File: src/rtl/pipeline_hazard_controller.sv
// Hazard controller for a five-stage pipeline.
// Purpose: selects operand forwarding sources for the ID stage, generates pipeline
// enable/flush controls for load-use stalls, taken branches and data-memory waits,
// and halts the pipeline if the data memory never answers.
// Ports:
//   clk, clr             - rising-edge clock, asynchronous active-low reset
//   ID_*                 - ID-stage source registers, read flags, branch_taken
//   EX_*, MEM_*, WB_*    - destination register / write-enable of later stages,
//                          EX load flag, MEM access and completion
//   fwd_rn/rm/rd         - 00 regfile, 01 EX, 10 MEM, 11 WB
//   *_enable, *_clr      - pipeline register controls (Mealy)
//   state                - 00 RUN, 01 MEM_WAIT, 10 HALT
//   mem_error            - sticky timeout flag
//   stall_count          - saturating count of cycles with the PC held
module pipeline_hazard_controller (
  input  logic        clk,
  input  logic        clr,
  input  logic [3:0]  ID_rn,
  input  logic [3:0]  ID_rm,
  input  logic [3:0]  ID_rd,
  input  logic        ID_use_rn,
  input  logic        ID_use_rm,
  input  logic        ID_use_rd,
  input  logic        branch_taken,
  input  logic [3:0]  EX_rd,
  input  logic        EX_RF_enable,
  input  logic        EX_load_instr,
  input  logic [3:0]  MEM_rd,
  input  logic        MEM_RF_enable,
  input  logic        MEM_E,
  input  logic        mem_ready,
  input  logic [3:0]  WB_rd,
  input  logic        WB_RF_enable,
  output logic [1:0]  fwd_rn,
  output logic [1:0]  fwd_rm,
  output logic [1:0]  fwd_rd,
  output logic        PC_enable,
  output logic        IF_ID_enable,
  output logic        ID_EX_enable,
  output logic        EX_MEM_enable,
  output logic        IF_ID_clr,
  output logic        ID_EX_clr,
  output logic        MEM_WB_clr,
  output logic [1:0]  state,
  output logic        mem_error,
  output logic [15:0] stall_count
);

  typedef enum logic [1:0] {
    StRun     = 2'b00,
    StMemWait = 2'b01,
    StHalt    = 2'b10
  } state_e;

  state_e      state_q, state_d;
  logic [3:0]  wait_cnt_q, wait_cnt_d;
  logic        mem_error_q, mem_error_d;
  logic [15:0] stall_count_q;

  logic ex_fwd_ok;
  logic load_use;
  logic freeze;
  logic halted;

  // A load in EX has no data yet, so it is never a forwarding source.
  assign ex_fwd_ok = EX_RF_enable & ~EX_load_instr;

  function automatic logic [1:0] fwd_sel(input logic       use_op,
                                         input logic [3:0] src,
                                         input logic [3:0] ex_rd,
                                         input logic       ex_ok,
                                         input logic [3:0] mem_rd,
                                         input logic       mem_ok,
                                         input logic [3:0] wb_rd,
                                         input logic       wb_ok);
    // r15 (PC) is never forwarded.
    if (!use_op || src == 4'd15)          return 2'b00;
    else if (ex_ok && ex_rd == src)       return 2'b01;
    else if (mem_ok && mem_rd == src)     return 2'b10;
    else if (wb_ok && wb_rd == src)       return 2'b11;
    else                                  return 2'b00;
  endfunction

  assign load_use = EX_load_instr && EX_RF_enable && (EX_rd != 4'd15) &&
                    ((ID_use_rn && ID_rn == EX_rd) ||
                     (ID_use_rm && ID_rm == EX_rd) ||
                     (ID_use_rd && ID_rd == EX_rd));

  always_comb begin
    state_d       = state_q;
    wait_cnt_d    = wait_cnt_q;
    mem_error_d   = mem_error_q;
    freeze        = 1'b0;
    halted        = 1'b0;
    PC_enable     = 1'b1;
    IF_ID_enable  = 1'b1;
    ID_EX_enable  = 1'b1;
    EX_MEM_enable = 1'b1;
    IF_ID_clr     = 1'b0;
    ID_EX_clr     = 1'b0;
    MEM_WB_clr    = 1'b0;
    fwd_rn = fwd_sel(ID_use_rn, ID_rn, EX_rd, ex_fwd_ok, MEM_rd, MEM_RF_enable,
                     WB_rd, WB_RF_enable);
    fwd_rm = fwd_sel(ID_use_rm, ID_rm, EX_rd, ex_fwd_ok, MEM_rd, MEM_RF_enable,
                     WB_rd, WB_RF_enable);
    fwd_rd = fwd_sel(ID_use_rd, ID_rd, EX_rd, ex_fwd_ok, MEM_rd, MEM_RF_enable,
                     WB_rd, WB_RF_enable);

    case (state_q)
      StRun: begin
        if (MEM_E && !mem_ready) begin
          freeze     = 1'b1;
          state_d    = StMemWait;
          wait_cnt_d = 4'd0;
        end
      end
      StMemWait: begin
        // The completing cycle behaves as a normal RUN cycle.
        if (mem_ready) begin
          state_d = StRun;
        end else begin
          freeze = 1'b1;
          if (wait_cnt_q == 4'd15) begin
            state_d     = StHalt;
            mem_error_d = 1'b1;
          end else begin
            wait_cnt_d = wait_cnt_q + 4'd1;
          end
        end
      end
      StHalt:  halted = 1'b1;
      default: state_d = StRun;
    endcase

    if (halted) begin
      PC_enable     = 1'b0;
      IF_ID_enable  = 1'b0;
      ID_EX_enable  = 1'b0;
      EX_MEM_enable = 1'b0;
    end else if (freeze) begin
      PC_enable     = 1'b0;
      IF_ID_enable  = 1'b0;
      ID_EX_enable  = 1'b0;
      EX_MEM_enable = 1'b0;
      MEM_WB_clr    = 1'b1;
    end else if (load_use) begin
      // Branch is ignored here: ID re-presents it next cycle.
      PC_enable    = 1'b0;
      IF_ID_enable = 1'b0;
      ID_EX_clr    = 1'b1;
    end else if (branch_taken) begin
      IF_ID_clr = 1'b1;
    end

    // Reset overrides everything combinationally.
    if (!clr) begin
      PC_enable     = 1'b0;
      IF_ID_enable  = 1'b0;
      ID_EX_enable  = 1'b0;
      EX_MEM_enable = 1'b0;
      IF_ID_clr     = 1'b1;
      ID_EX_clr     = 1'b1;
      MEM_WB_clr    = 1'b1;
      fwd_rn        = 2'b00;
      fwd_rm        = 2'b00;
      fwd_rd        = 2'b00;
    end
  end

  always_ff @(posedge clk or negedge clr) begin
    if (!clr) begin
      state_q       <= StRun;
      wait_cnt_q    <= 4'd0;
      mem_error_q   <= 1'b0;
      stall_count_q <= 16'd0;
    end else begin
      state_q     <= state_d;
      wait_cnt_q  <= wait_cnt_d;
      mem_error_q <= mem_error_d;
      if (!PC_enable && stall_count_q != 16'hFFFF) begin
        stall_count_q <= stall_count_q + 16'd1;
      end
    end
  end

  assign state       = state_q;
  assign mem_error   = mem_error_q;
  assign stall_count = stall_count_q;

endmodule
File: config.mk
export PLATFORM = sky130hd
export DESIGN_NAME = pipeline_hazard_controller
export DESIGN_NICKNAME = d
export VERILOG_FILES = /design/src/rtl/pipeline_hazard_controller.sv
export SDC_FILE = /design/constraint.sdc
export NUM_CORES = 1
export LEC_CHECK = 0
export ABC_AREA = 1
export ABC_CLOCK_PERIOD_IN_PS = 1800
export CAP_MARGIN = 20
export CORE_MARGIN = 3
export CORE_UTILIZATION = 35
export CTS_BUF_LIST = sky130_fd_sc_hd__clkbuf_2
export CTS_CLUSTER_DIAMETER = 100
export DETAILED_ROUTE_END_ITERATION = 8
export GPL_TIMING_DRIVEN = 0
export HOLD_SLACK_MARGIN = 0.02
export PLACE_DENSITY_LB_ADDON = 0.2
export SYNTH_ARGS = -nofsm -noshare
export SYNTH_HDL_FRONTEND = slang
export SYNTH_SLANG_ARGS = --single-unit
export TNS_END_PERCENT = 30
File: constraint.sdc
create_clock -name clk -period 1.8 [get_ports clk]
set_input_delay 0.18 -clock clk [delete_from_list [all_inputs] [get_ports clk]]
set_output_delay 0.18 -clock clk [all_outputs]
set_load 0.02 [all_outputs]
==> impl_metrics.env <==
export IMPL_status="finished with violations"
export IMPL_violations="negative setup slack"
export IMPL_synth_top_cell_by_area="dfrtp_1"
export IMPL_synth_fa_ha_area_frac=0.0118
export IMPL_syn_inst=327
export IMPL_cp_start_kind="flop"
export IMPL_syn_area_per_cell_um2=6.47
export IMPL_ioPinCount=68
export IMPL_synth_flop_cell="dfrtp_1"
export IMPL_core_um2=5680
export IMPL_worst_slack_ns=-0.111
export IMPL_grt_usage=0.192
export IMPL_die_h_um=83.8
export IMPL_finalMaxSlewViolations=0
export IMPL_ys_ff_latch=23
export IMPL_hold_viol=0
export IMPL_post_drt_wl_per_cell_um=13.6
export IMPL_crit_chain="nor2_1 -> nand3_1 -> nand2_2 -> inv_2 -> nand2_2 -> inv_2 -> nand3_4 -> buf_6 -> inv_4 -> buf_6 -> buf_6"
export IMPL_tightest_slew_ns=0.541
export IMPL_crit_top_cell="buf_6"
export IMPL_clock_path_buffers=2
export IMPL_fill_cells=560
export IMPL_yosysMostFrequentCell="nand2_1"
export IMPL_synth_compound_area_frac=0.0869
export IMPL_yosysTopAreaCellShare=0.272
export IMPL_cp_required_ns=1.62
export IMPL_power_leakage_nw=1.58
export IMPL_numCtsBuffers=3
export IMPL_synthArstFlopShare=1.00
export IMPL_fin_tns_setup_ns=-0.186
export IMPL_rsz0062_at_grt="true"
export IMPL_synth_top_family_by_area="simple AND/OR/NAND/NOR gates"
export IMPL_synth_commonest_cells="nand2_1 (92), inv_1 (44), nand3_1 (37)"
export IMPL_clk_pin_slew_ns=0.26
export IMPL_ant_nets=0
export IMPL_period_needed_ns=1.91
export IMPL_hp_class="input port to asynchronous set/reset pin"
export IMPL_antenna_found_initial=0
export IMPL_seqCellArea_um2=583
export IMPL_path_max_fanout=3
export IMPL_num_antenna_cells=0
export IMPL_drt_iter0_drc=127
export IMPL_ys_seq_area_frac=0.272
export IMPL_max_cap_violations=0
export IMPL_synth_area_um2=2120
export IMPL_vias=2466
export IMPL_synth_mux_area_frac=0
export IMPL_syn_nets=365
export IMPL_multi_input_comb_area_um2=1380
export IMPL_yosysWarnings=0
export IMPL_critical_path_class="flop to output port"
export IMPL_drt_vias_per_instance=5.05
export IMPL_clock_sinks=23
export IMPL_grt_pass1_vias=2395
export IMPL_drc_errors=0
export IMPL_critical_path_max_stage_delay_ns=0.47
export IMPL_synth_edff_count=0
export IMPL_synthXorXnorAreaFrac=0.0580
export IMPL_relSlewSlack=0.638
export IMPL_synth_area_leaders="dfrtp_1 (27%), nand2_1 (16%), nand3_1 (8.8%)"
export IMPL_timing_fmax_mhz=523
export IMPL_h_tree_depth=1
export IMPL_arrival_ns=1.73
export IMPL_clk_latency_ns=0.36
export IMPL_grt_overflow_total=0
export IMPL_fin_skew_ns=0.0133
export IMPL_dr_pass1_iters=4
export IMPL_hpwl_mm=5.05
export IMPL_initial_core_util=0.373
export IMPL_ir_drop_uv=323
export IMPL_grt_max_degree=15
export IMPL_finalSetupViolCount=3
export IMPL_numPortBuffers=67
export IMPL_nets=455
export IMPL_fin_crit_sh=1.06
export IMPL_synth_simple_area_share=0.460
export IMPL_powerDensity_nw_per_um2=334
export IMPL_cts_tree="built"
export IMPL_row_count=27
export IMPL_slowest_stage="dfrtp_1"
export IMPL_die_area_um2=7010
export IMPL_dp_cells=467
export IMPL_die_x_um=83.8
export IMPL_end_kind="output port"
export IMPL_area_growth_pct=46.8
export IMPL_synthDistinctLibCells=33
export IMPL_stdcell_count=488
export IMPL_place_congestion=0.889
export IMPL_cts_root_buf="clkbuf_2"
export IMPL_drt_total_wl_mm=6.62
export IMPL_grt_pass1_wl_mm=11.4
export IMPL_drive_above_1_share=0.257
==> critical path, delay by kind of cell, from the launching register on <==
| family | cells | cell delay (ns) |
|---|---|---|
| flip-flops | 1 | 0.47 |
| AND/OR/NAND/NOR | 5 | 0.44 |
| buffers and inverters | 6 | 0.46 |
==> cell families after synthesis <==
kind of cell / after synthesis
compound gates: 31
xor+xnor: 14
fa+ha+maj: 2
buf+inv: 54
flops: 23
simple gates: 203
==> cell usage in the layout, fill, tap and decap left out, types with 3 or more instances in the layout <==
cell / instances
inv_2: 14
nand2_2: 19
buf_6: 7
dfrtp_2: 6
xnor2_1: 5
nor2_1: 29
xor2_1: 9
nand2_1: 84
nand4_1: 11
dlygate4sd2_1: 16
clkbuf_2: 3
buf_4: 23
nor2_2: 4
dfrtp_1: 17
o22ai_1: 6
buf_2: 6
o21ai_0: 7
a21oi_1: 8
dlymetal6s2s_1: 6
nand3_1: 37
inv_1: 32
nand3_2: 4
clkdlybuf4s50_1: 29
a21oi_2: 3
==> stage by stage <==
step           area (µm²)  power, mW  hold slack [ns]   util  setup WS [ns]
2_1_floorplan        2120      0.647           -0.116      -         0.0560
3_3_place_gp         2880      0.801            0.456  0.507          -1.32
3_5_place_dp         2890      0.807            0.463  0.509         -0.843
4_1_cts              3040       1.03            0.436  0.536         -0.143
5_1_grt              3110       1.10            0.417  0.547         -0.248
6_report             3110       1.04            0.410  0.547         -0.111
==> sequential cells by signal, indices dropped and copies added, names as in the netlist <==
signal	cells
stall_count	16
state	2
wait_cnt_q	4
mem_error	1
==> worst paths after layout <==
path / slack [ns] / start / end / cells past startpoint
worst min register to register: 0.51 / mem_error$_DFFE_PN0P_ / mem_error$_DFFE_PN0P_ / 2
min in group clk: 0.51 / mem_error$_DFFE_PN0P_ / mem_error$_DFFE_PN0P_ / 2
worst min-delay path: 0.41 / clr / state[1]$_DFFE_PN0P_ / 2
worst max-delay path: -0.11 / state[0]$_DFFE_PN0P_ / PC_enable / 11
worst max register to register: 0.06 / state[0]$_DFFE_PN0P_ / stall_count[13]$_DFFE_PN0P_ / 15
max in group asynchronous: 0.89 / clr / stall_count[13]$_DFFE_PN0P_ / 3
==> layer usage <==
layer | vias to the layer above | global-route usage | wire (µm)
met3 | 4 | 0.0415 | 386
met2 | 72 | 0.309 | 3070
met1 | 1142 | 0.270 | 3120
li1 | 1248 | - | -
met4 | 0 | 0.0278 | 42
met5 | - | 0 | 0
==> power breakdown <==
part	internal, mW	leakage [nW]	switching [mW]	total, mW
Clock	0.0515	0.0126	0.184	0.235
Combinational	0.121	1.29	0.163	0.284
Sequential	0.518	0.284	0	0.518
Total	0.691	1.58	0.346	1.04
==> final cells by class <==
class / instances / area share
clock inverter: 1 / 0.00242
multi-input combinational: 250 / 0.444
buffer: 7 / 0.0230
inverter: 47 / 0.0576
tap: 72 / 0.0290
timing repair buffer: 85 / 0.252
sequential: 23 / 0.188
clock buffer: 3 / 0.00483
==> timing repair <==
action,in CTS,in global routing
resized for setup,88,47
hold buffers,1,0
endpoints found under the setup margin,13,38
endpoints found under the hold margin,20,0
pin swaps,3,6
setup buffers,15,3
Note: power is estimated with default switching activity, not from simulation.
